## config.mk

```make
export PLATFORM = sky130hd
export DESIGN_NAME = ram_arbiter
export DESIGN_NICKNAME = d
export VERILOG_FILES = /design/src/rtl/ram_arbiter.sv
export SDC_FILE = /design/constraint.sdc
export NUM_CORES = 1
export LEC_CHECK = 0
export ABC_AREA = 1
export ABC_CLOCK_PERIOD_IN_PS = 1900
export CAP_MARGIN = 40
export CORE_ASPECT_RATIO = 2
export CORE_MARGIN = 1
export CORE_UTILIZATION = 43
export CTS_BUF_LIST = sky130_fd_sc_hd__clkbuf_2 sky130_fd_sc_hd__clkbuf_4 sky130_fd_sc_hd__clkbuf_8
export DETAILED_ROUTE_END_ITERATION = 8
export HOLD_SLACK_MARGIN = 0.1
export PLACE_DENSITY = 0.82
export SLEW_MARGIN = 0
export SYNTH_ARGS = -nofsm -noshare
export SYNTH_HDL_FRONTEND = slang
export SYNTH_SLANG_ARGS = --single-unit
```

## constraint.sdc

```tcl
create_clock -name clk -period 1.9 [get_ports clk]
set_input_delay 0.38 -clock clk [delete_from_list [all_inputs] [get_ports clk]]
set_output_delay 0.38 -clock clk [all_outputs]
set_load 0.05 [all_outputs]
```

## src/rtl/ram_arbiter.sv

```systemverilog
// Shares one single-port RAM between an instruction-fetch port and a load/store port.
// Each access walks IDLE -> ISSUE -> RESP -> ACK; ties go round-robin.
module ram_arbiter #(
  parameter int unsigned ADDR_W = 12,
  parameter int unsigned DATA_W = 32
) (
  input  logic              clk,
  input  logic              reset,
  input  logic              if_req,
  input  logic [ADDR_W-1:0] if_addr,
  output logic              if_ack,
  output logic [DATA_W-1:0] if_rdata,
  input  logic              ls_req,
  input  logic              ls_we,
  input  logic [ADDR_W-1:0] ls_addr,
  input  logic [DATA_W-1:0] ls_wdata,
  output logic              ls_ack,
  output logic [DATA_W-1:0] ls_rdata,
  output logic              mem_en,
  output logic              mem_we,
  output logic [ADDR_W-1:0] mem_addr,
  output logic [DATA_W-1:0] mem_wdata,
  input  logic [DATA_W-1:0] mem_rdata,
  output logic              busy
);

  localparam logic [1:0] ST_IDLE  = 2'd0;
  localparam logic [1:0] ST_ISSUE = 2'd1;
  localparam logic [1:0] ST_RESP  = 2'd2;
  localparam logic [1:0] ST_ACK   = 2'd3;

  localparam logic OWN_IF = 1'b0;
  localparam logic OWN_LS = 1'b1;

  logic [1:0]        state_q, state_d;
  logic              owner_q, owner_d;
  logic              last_grant_q, last_grant_d;
  logic              we_q, we_d;
  logic              mem_en_q, mem_en_d;
  logic              mem_we_q, mem_we_d;
  logic [ADDR_W-1:0] mem_addr_q, mem_addr_d;
  logic [DATA_W-1:0] mem_wdata_q, mem_wdata_d;
  logic              if_ack_q, if_ack_d;
  logic              ls_ack_q, ls_ack_d;
  logic [DATA_W-1:0] if_rdata_q, if_rdata_d;
  logic [DATA_W-1:0] ls_rdata_q, ls_rdata_d;
  logic              busy_q, busy_d;
  logic              grant_ls;

  // Next-state and registered-output logic; the latched access lives in mem_addr_q/mem_wdata_q/we_q.
  always_comb begin
    state_d      = state_q;
    owner_d      = owner_q;
    last_grant_d = last_grant_q;
    we_d         = we_q;
    mem_en_d     = 1'b0;
    mem_we_d     = 1'b0;
    mem_addr_d   = mem_addr_q;
    mem_wdata_d  = mem_wdata_q;
    if_ack_d     = 1'b0;
    ls_ack_d     = 1'b0;
    if_rdata_d   = if_rdata_q;
    ls_rdata_d   = ls_rdata_q;
    grant_ls     = 1'b0;

    case (state_q)
      ST_IDLE: begin
        if (if_req || ls_req) begin
          grant_ls     = ls_req && (!if_req || (last_grant_q == OWN_IF));
          owner_d      = grant_ls ? OWN_LS : OWN_IF;
          last_grant_d = grant_ls ? OWN_LS : OWN_IF;
          we_d         = grant_ls && ls_we;
          mem_en_d     = 1'b1;
          mem_we_d     = grant_ls && ls_we;
          mem_addr_d   = grant_ls ? ls_addr : if_addr;
          if (grant_ls) mem_wdata_d = ls_wdata;
          state_d      = ST_ISSUE;
        end
      end
      ST_ISSUE: state_d = ST_RESP;
      ST_RESP: begin
        // RAM data is valid this cycle; capture it alongside the ack so both appear together.
        state_d = ST_ACK;
        if (owner_q == OWN_IF) begin
          if_ack_d   = 1'b1;
          if_rdata_d = mem_rdata;
        end else begin
          ls_ack_d = 1'b1;
          if (!we_q) ls_rdata_d = mem_rdata;
        end
      end
      default: state_d = ST_IDLE;
    endcase

    busy_d = (state_d != ST_IDLE);
  end

  always_ff @(posedge clk) begin
    if (reset) begin
      state_q      <= ST_IDLE;
      owner_q      <= OWN_IF;
      last_grant_q <= OWN_IF;
      we_q         <= 1'b0;
      mem_en_q     <= 1'b0;
      mem_we_q     <= 1'b0;
      mem_addr_q   <= '0;
      mem_wdata_q  <= '0;
      if_ack_q     <= 1'b0;
      ls_ack_q     <= 1'b0;
      if_rdata_q   <= '0;
      ls_rdata_q   <= '0;
      busy_q       <= 1'b0;
    end else begin
      state_q      <= state_d;
      owner_q      <= owner_d;
      last_grant_q <= last_grant_d;
      we_q         <= we_d;
      mem_en_q     <= mem_en_d;
      mem_we_q     <= mem_we_d;
      mem_addr_q   <= mem_addr_d;
      mem_wdata_q  <= mem_wdata_d;
      if_ack_q     <= if_ack_d;
      ls_ack_q     <= ls_ack_d;
      if_rdata_q   <= if_rdata_d;
      ls_rdata_q   <= ls_rdata_d;
      busy_q       <= busy_d;
    end
  end

  assign if_ack    = if_ack_q;
  assign if_rdata  = if_rdata_q;
  assign ls_ack    = ls_ack_q;
  assign ls_rdata  = ls_rdata_q;
  assign mem_en    = mem_en_q;
  assign mem_we    = mem_we_q;
  assign mem_addr  = mem_addr_q;
  assign mem_wdata = mem_wdata_q;
  assign busy      = busy_q;

endmodule

```

**After elaboration in Yosys (flattened, before gate mapping)**

Cells that the tools add are included.

- Register bits: 117
- Bits in latches: 0
- Memory bits (writable): 0
- Bits in read-only memories: 0
- Input bits: 93
- Output and inout port bits: 113
- Logic and storage cells: 40
- Memories: 0

- Add/subtract/negate cells: 0
- Multiply operators: 0
- Divide/modulo/power cells: 0
- $lt $le $gt $ge: 0
- Equality and inequality tests: 2
- Shift operators: 0
- Multiplexer cells: 7
- Bitwise operators: 5
- Reductions and logical operators: 14

Operators by type and width:

| operator | number |
|---|---|
| $mux 12 | 1 |
| $pmux 2 s3 | 1 |
| $reduce_and 3->1 | 2 |
| $not 1->1 | 5 |
| $mux 1 | 4 |
| $reduce_and 2->1 | 2 |
| $reduce_or 2->1 | 2 |
| $reduce_or 3->1 | 1 |
| $eq 2x1->1 const B | 1 |
| $eq 2x2->1 const B | 1 |
| $logic_and 1x1->1 | 2 |
| $logic_not 2->1 | 1 |
| $logic_or 1x1->1 | 2 |
| $mux 2 | 1 |
| $reduce_bool 2->1 | 1 |
| $logic_not 1->1 | 1 |

**Longest topological paths before layout**

Gate-level depths: netlist of the first run.

- Depth after elaboration: 4
- Gate-level depth with buffers: 9
- Depth with buffers taken out: 7

**Worst setup path after synthesis of the first run**

OpenSTA, ideal clock, no wires.

- Path kind: reg2reg
- Start point: reg state_q[0]
- End point: reg mem_addr_q[10], in the netlist mem_addr[10]
- Library setup time: 112 ps
- Data arrival time: 1,191 ps
- Required time: 1,788 ps
- Slack: 598 ps
- Cell stages (with the launch flop): 10
- Buffers on the path: 2
- Period minus slack after synthesis: 1,302 ps
- Cells stage by stage: dfxtp_1 inv_1 ha_1 buf_4 inv_1 nor2_2 buf_2 nand2_1 nor2_1 nor2_1

- Word-level cells in the longest chain between the ends: 2

RTL lines:

| element | line | source |
|---|---|---|
| start: declaration | 35 | `logic [1:0] state_q, state_d;` |
| start signal: assignment | 114 | `state_q <= state_d;` |
| $logic_not 2->1 | 66 | `case (state_q)` |
| $reduce_and 2->1 (no line) | -- |  |
| end signal: assignment | 120 | `mem_addr_q <= mem_addr_d;` |
| end: declaration | 41 | `logic [ADDR_W-1:0] mem_addr_q, mem_addr_d;` |

Every way passes these cells.
A chain may end at the register's enable or synchronous reset.

**Worst setup path after layout of the first run**

- Start point: reg mem_addr_q[10], in the netlist mem_addr[10]
- End point: out mem_addr[10]

RTL lines:

| element | line | source |
|---|---|---|
| end: declaration | 21 | `output logic [ADDR_W-1:0] mem_addr,` |

No word-level cell between the ends.

==> results of run 1 <==
synthesized netlist by cell type:
master	count	area, µm²
buf_2	25	125
a21oi_1	35	175
buf_4	8	60.1
clkbuf_2	2	10.0
nand4_1	32	200
nor2_1	158	593
inv_2	2	7.51
o21ai_1	4	20.0
o21ai_0	62	310
nor2_2	2	12.5
o21ai_2	1	8.76
clkbuf_1	7	26.3
buf_1	4	15.0
ha_1	2	25.0
nand3_1	14	70.1
dfxtp_1	117	2340
a21boi_0	12	90.1
inv_1	20	75.1
nand3_2	1	10.0
nand2_1	74	278
what timing repair did:
action,CTS,global route
gates resized for setup,101,0
endpoints found under the setup margin,101,0
hold buffers,0,0
flip-flops by register name, indices dropped and copies added (netlist names):
name / flops
mem_we: 1
last_grant_q: 1
we_q: 1
busy: 1
ls_ack: 1
mem_wdata: 32
ls_rdata: 32
if_rdata: 32
if_ack: 1
state_q: 2
mem_addr: 12
mem_en: 1
kinds of logic after synthesis:
group / Yosys count / share of synthesized area
compound gates: 114 / 0.136
fa+ha+maj: 2 / 0.00562
buf+inv: 68 / 0.0716
flops: 117 / 0.526
simple gates: 281 / 0.261
final timing paths:
| kind | startpoint | end | slack, ns | depth (start not counted) |
|---|---|---|---|---|
| worst max-delay path | mem_addr[10]$_SDFFE_PP0P_ | mem_addr[10] | 0.20 | 1 |
| worst min-delay path | ls_req | mem_we$_SDFF_PP0_ | 0.41 | 3 |
| worst max register to register | state_q[0]$_SDFF_PP0_ | ls_rdata[30]$_SDFFE_PP0P_ | 0.37 | 7 |
| worst min register to register | mem_wdata[19]$_SDFFE_PP0P_ | mem_wdata[19]$_SDFFE_PP0P_ | 0.46 | 2 |
stage by stage:
step	utilization	hold slack (ns)
floorplan	-	0.466
global placement	0.654	0.448
detailed placement	0.654	0.458
CTS	0.682	0.380
global route	0.682	0.414
finish	0.682	0.413
power by group:
group	switching (mW)	internal [mW]	leakage [nW]
registers	0.281	3.01	0.956
clock network	0.922	1.39	0.203
logic	3.22	1.29	2.17
total	4.42	5.69	3.33
cells in the final DEF, fill, tap and decap left out, drive strengths merged:
master	count
a21oi	35
a21boi	12
nand3	15
dfxtp	117
nand4	32
bufinv	3
clkinvlp	3
ha	2
clkinv	3
nand2	74
dlygate4sd2	101
clkdlybuf4s50	91
clkbuf	21
inv	22
buf	28
nor2	160
o21ai	67
per-layer routing:
layer | track usage | vias to the layer above
met2 | 0.478 | 209
met1 | 0.251 | 2178
met4 | 0.149 | 0
met3 | 0.0845 | 34
met5 | 0 | -
li1 | - | 2283
area by class of cell:
type,count,area (µm²),share of cell area
flip-flops and latches,117,2340,0.341
multi-input cells,397,1800,0.261
clock buffers,21,283,0.0411
well taps,135,169,0.0246
clock inverters,9,128,0.0186
inverters,22,82.6,0.0120
repair buffers,220,2080,0.302
==> key figures, run 1 <==
Placed design
  • Post-DP HPWL: 9930 µm
  • Pre-CTS WS: 0.155 ns
  • Placed cells: 891
  • Buffers on Ports: 205
  • Placed cell areas: 6590 µm²
  • GPL Wtd Cong: 0.840

Critical path
  • Critical Path, Cell by Cell: dlygate4sd2_1
  • Type of origin of the critical path: flop
  • Setup crit end kind: output port
  • Crit path DAT: 1.32 ns
  • Worst setup path category: flop to output port
  • Required @ worst endpoint: 1.52 ns
  • Crit path buffers/inverters: 1
  • Slowest cell on crit path: dlygate4sd2_1
  • Crit-path leading delay family: buffers and inverters
  • Max FO, Critical Path: 2
  • CP max stage delay: 0.54 ns

Global routing
  • GRT Resource Usage Total: 0.265
  • Initial antenna violation count: 0
  • Number of global-route vias before repair: 4694
  • Grt ovf: 0
  • Pin count of the biggest net entering global routing: 65
  • First-pass GRT wire length: 22100 µm

Route
  • Uppermost routed layer: met4
  • Met2 Wirelength: 7490 µm
  • DRT antenna net count: 0
  • DRT met1 WL: 4780 µm
  • WL/cell: 15.0 µm
  • Initial DRC count: 199
  • Post-DR vias/cell: 5.11
  • WL final: 13800 µm
  • Met3 wire length: 1020 µm
  • DRC viols: 0
  • Vias: 4704
  • DRT Pass-1 Iters: 4

Power and ir drop
  • Total power draw: 10.1 mW
  • Leak Pwr: 3.33 nW
  • IR drop worst, VDD: 0.000844 V
  • Pwr dens: 1470 nW/µm²

Floorplan
  • Die X: 74.0 µm
  • Core area: 10100 µm²
  • Die area: 10800 µm²
  • IO Pins: 206
  • Die Y: 146 µm
  • Rows: 52
  • Starting Density: 0.442

Cells and area
  • P&R area growth vs syn: 54.4%
  • Layout cells sized above 1: 0.0840
  • Fin cells: 921
  • Fillcell total: 829
  • Layout Nets: 870
  • Fin area: 6880 µm²
  • Inserted Diodes: 0

Yosys
  • Synth Register Bits: 117
  • Synth Cell Area: 4450 µm²
  • Syn Inst Count: 582
  • Sequential-to-total area share from yosys stat: 0.526
  • YS warnings: 0
  • Mapped Nets: 677
  • Mean area per synthesized cell: 7.65 µm²
  • Yosys cell types: 20

Worst hold path
  • Hold WC Path Type: input port to flop

Clock network
  • Sink Count: 117
  • Postcts setup bufs: 0
  • Clock Latency Late Sink: 0.42 ns
  • # H-tree levels: 4
  • Root cell of the clock tree: clkbuf_8
  • Clk slew on worst S/H paths: 0.06 ns
  • CTS tree: done
  • Clock buffer depth: 2
  • Num CTS Buffers: 17

Flow run
  • Total of max-cap violations: 0

STA
  • Setup TNS: 0 ns
  • Final hold violation count: 0
  • Fin Clk Skew: 0.00922 ns
  • Crit share post-route: 0.894
  • Endpoints failing setup: 0
  • Worst-Margin Slew: 0.590 ns
  • F_max: 0.588 GHz
  • RSZ-0062 raised after global routing: false
  • Worst Slack Setup Final: 0.201 ns
  • Final min period: 1.70 ns
  • Max_slew headroom: 0.606
  • Max Slew Vio Count: 0

Outcome
  • Status: finished clean
Note: power is estimated with default switching activity, not from simulation.
==> run 2, diff against run 1 <==
Settings changed: CORE_ASPECT_RATIO 2 to 0.7, GPL_TIMING_DRIVEN set to 0, SETUP_SLACK_MARGIN set to 0.2.
==> run 2 against run 1 <==
Total power fell by 1.4%. Critical path depth did not move. Highest routed layer unchanged. Global-route usage rose by 0.81 points. Largest power group unchanged. Non-clock buffer count rose by 30.
==> key figures, run 2 (synthesis results as in run 1) <==
Route
  • Vias: 4753
  • Post-DR vias/cell: 5.02
  • WL/cell: 15.0 µm
  • DRC viols: 0
  • WL final: 14200 µm
  • DRT antenna net count: 0
  • Initial DRC count: 312
  • DRT Pass-1 Iters: 5

Critical path
  • Crit path DAT: 1.29 ns
  • Critical Path, Cell by Cell: dlygate4sd2_1
  • Max FO, Critical Path: 2
  • Crit path depth: 1
  • R2R depth: 9
  • Slowest cell on crit path: dlygate4sd2_1
  • Crit-path leading delay family: buffers and inverters
  • Worst setup path category: flop to output port
  • Required @ worst endpoint: 1.52 ns
  • CP max stage delay: 0.54 ns
  • Crit path buffers/inverters: 1
  • Setup crit end kind: output port
  • Type of origin of the critical path: flop

Floorplan
  • Die Y: 87.2 µm
  • Rows: 30
  • Starting Density: 0.451
  • Die area: 10800 µm²
  • IO Pins: 206
  • Die X: 124 µm
  • Core area: 9870 µm²

Worst hold path
  • Worst Hold Depth: 5
  • Hold WC Path Type: input port to flop

STA
  • Max_slew headroom: 0.645
  • Final hold violation count: 0
  • Endpoints failing setup: 0
  • Setup TNS: 0 ns
  • RSZ-0062 raised after global routing: false
  • Fin Clk Skew: 0.00928 ns
  • Worst-Margin Slew: 0.535 ns
  • Max Slew Vio Count: 0
  • Final min period: 1.67 ns
  • Worst Slack Setup Final: 0.234 ns
  • Crit share post-route: 0.877
  • F_max: 0.600 GHz

Cells and area
  • Commonest non-fill, non-tap cell in the layout: nor2_1
  • P&R area growth vs syn: 54.2%
  • Fillcell total: 826
  • Layout Nets: 900
  • Most frequent cells in the layout: 157 x nor2_1, 117 x dfxtp_1, 91 x clkdlybuf4s50_1, 74 x nand2_1, 63 x clkdlybuf4s15_1
  • Final core occ: 0.696
  • Inserted Diodes: 0
  • Layout cells sized above 1: 0.130

Placed design
  • Post-DP HPWL: 10500 µm
  • GPL Wtd Cong: 0.828
  • Pre-CTS WS: 0.0818 ns
  • Buffers on Ports: 204

Power and ir drop
  • Leak Pwr: 3.08 nW
  • IR drop worst, VDD: 0.000751 V
  • Pwr dens: 1450 nW/µm²

Clock network
  • Root cell of the clock tree: clkbuf_8
  • Clk slew on worst S/H paths: 0.07 ns
  • Clock buffer depth: 2
  • Num CTS Buffers: 17
  • Clock Latency Late Sink: 0.42 ns
  • CTS tree: done
  • # H-tree levels: 4
  • Postcts setup bufs: 0
  • Sink Count: 117

Global routing
  • Number of global-route vias before repair: 4585
  • Pin count of the biggest net entering global routing: 17
  • GRT Resource Usage Total: 0.274
  • Initial antenna violation count: 0
  • First-pass GRT wire length: 22500 µm
  • Grt ovf: 0

Outcome
  • Status: finished clean

Flow run
  • Total of max-cap violations: 0
## run 2: changes by cell type in the layout (fill, tap and decap cells not counted), moves of 3 or more
| cell | before | now |
|---|---|---|
| buf_2 | 1 | 24 |
| clkbuf_2 | 0 | 34 |
| clkdlybuf4s15_1 | 0 | 63 |
| clkbuf_1 | 0 | 7 |
| clkinvlp_4 | 3 | 6 |
| dlygate4sd2_1 | 101 | 18 |
| buf_1 | 0 | 4 |
| buf_12 | 6 | 0 |
| buf_4 | 21 | 8 |
## run 2: final cells by class
class	instances	area, µm²	share of cell area
clock inverter	13	134	0.0195
multi-input combinational	397	1800	0.261
timing repair buffer	204	1860	0.271
inverter	22	82.6	0.0120
clock buffer	19	255	0.0372
buffer	46	239	0.0348
tap	128	160	0.0233
sequential	117	2340	0.341
## run 2: metal layers
metal,track usage,share of wire,vias up
met1,0.349,0.45,2204
met4,0.123,0.025,0
li1,-,-,2344
met3,0.0726,0.070,28
met2,0.434,0.46,177
met5,0,0,-
## run 2: stage by stage
step | total power [mW] | hold WS, ns | std cells | instance area (µm²)
after global placement | 7.99 | 0.447 | 914 | 6660
after detailed placement | 8.11 | 0.451 | 914 | 6660
after floorplan | 6.46 | 0.466 | 582 | 4450
after CTS | 9.98 | 0.419 | 946 | 6910
final | 9.97 | 0.437 | 946 | 6870
after global routing | 10.5 | 0.474 | 946 | 6870
## run 2: worst paths after layout
| check | startpoint | end | slack (ns) |
|---|---|---|---|
| setup / recovery | if_rdata[21]$_SDFFE_PP0P_ | if_rdata[21] | 0.23 |
| hold / removal | ls_req | state_q[0]$_SDFF_PP0_ | 0.44 |
| hold reg to reg | mem_wdata[7]$_SDFFE_PP0P_ | mem_wdata[7]$_SDFFE_PP0P_ | 0.46 |
| setup reg to reg | state_q[0]$_SDFF_PP0_ | mem_addr[10]$_SDFFE_PP0P_ | 0.38 |
## run 2: report_power, final
part	switching [mW]	internal, mW
Clock	1.01	1.20
Combinational	3.24	1.24
Sequential	0.281	3.00
## run 2: worst reg2reg max path: cells and delay by family (launching register included)
family        cells  cell delay (ns)
buf+inv           4             0.55
simple gates      4             0.41
flops             1             0.33
fa+ha+maj         1             0.14
## run 2: what timing repair did
action / CTS / global route
resized for setup: 121 / 121
pin swaps: 0 / 0
hold buffers: 0 / 0
setup endpoints to repair: 113 / 119
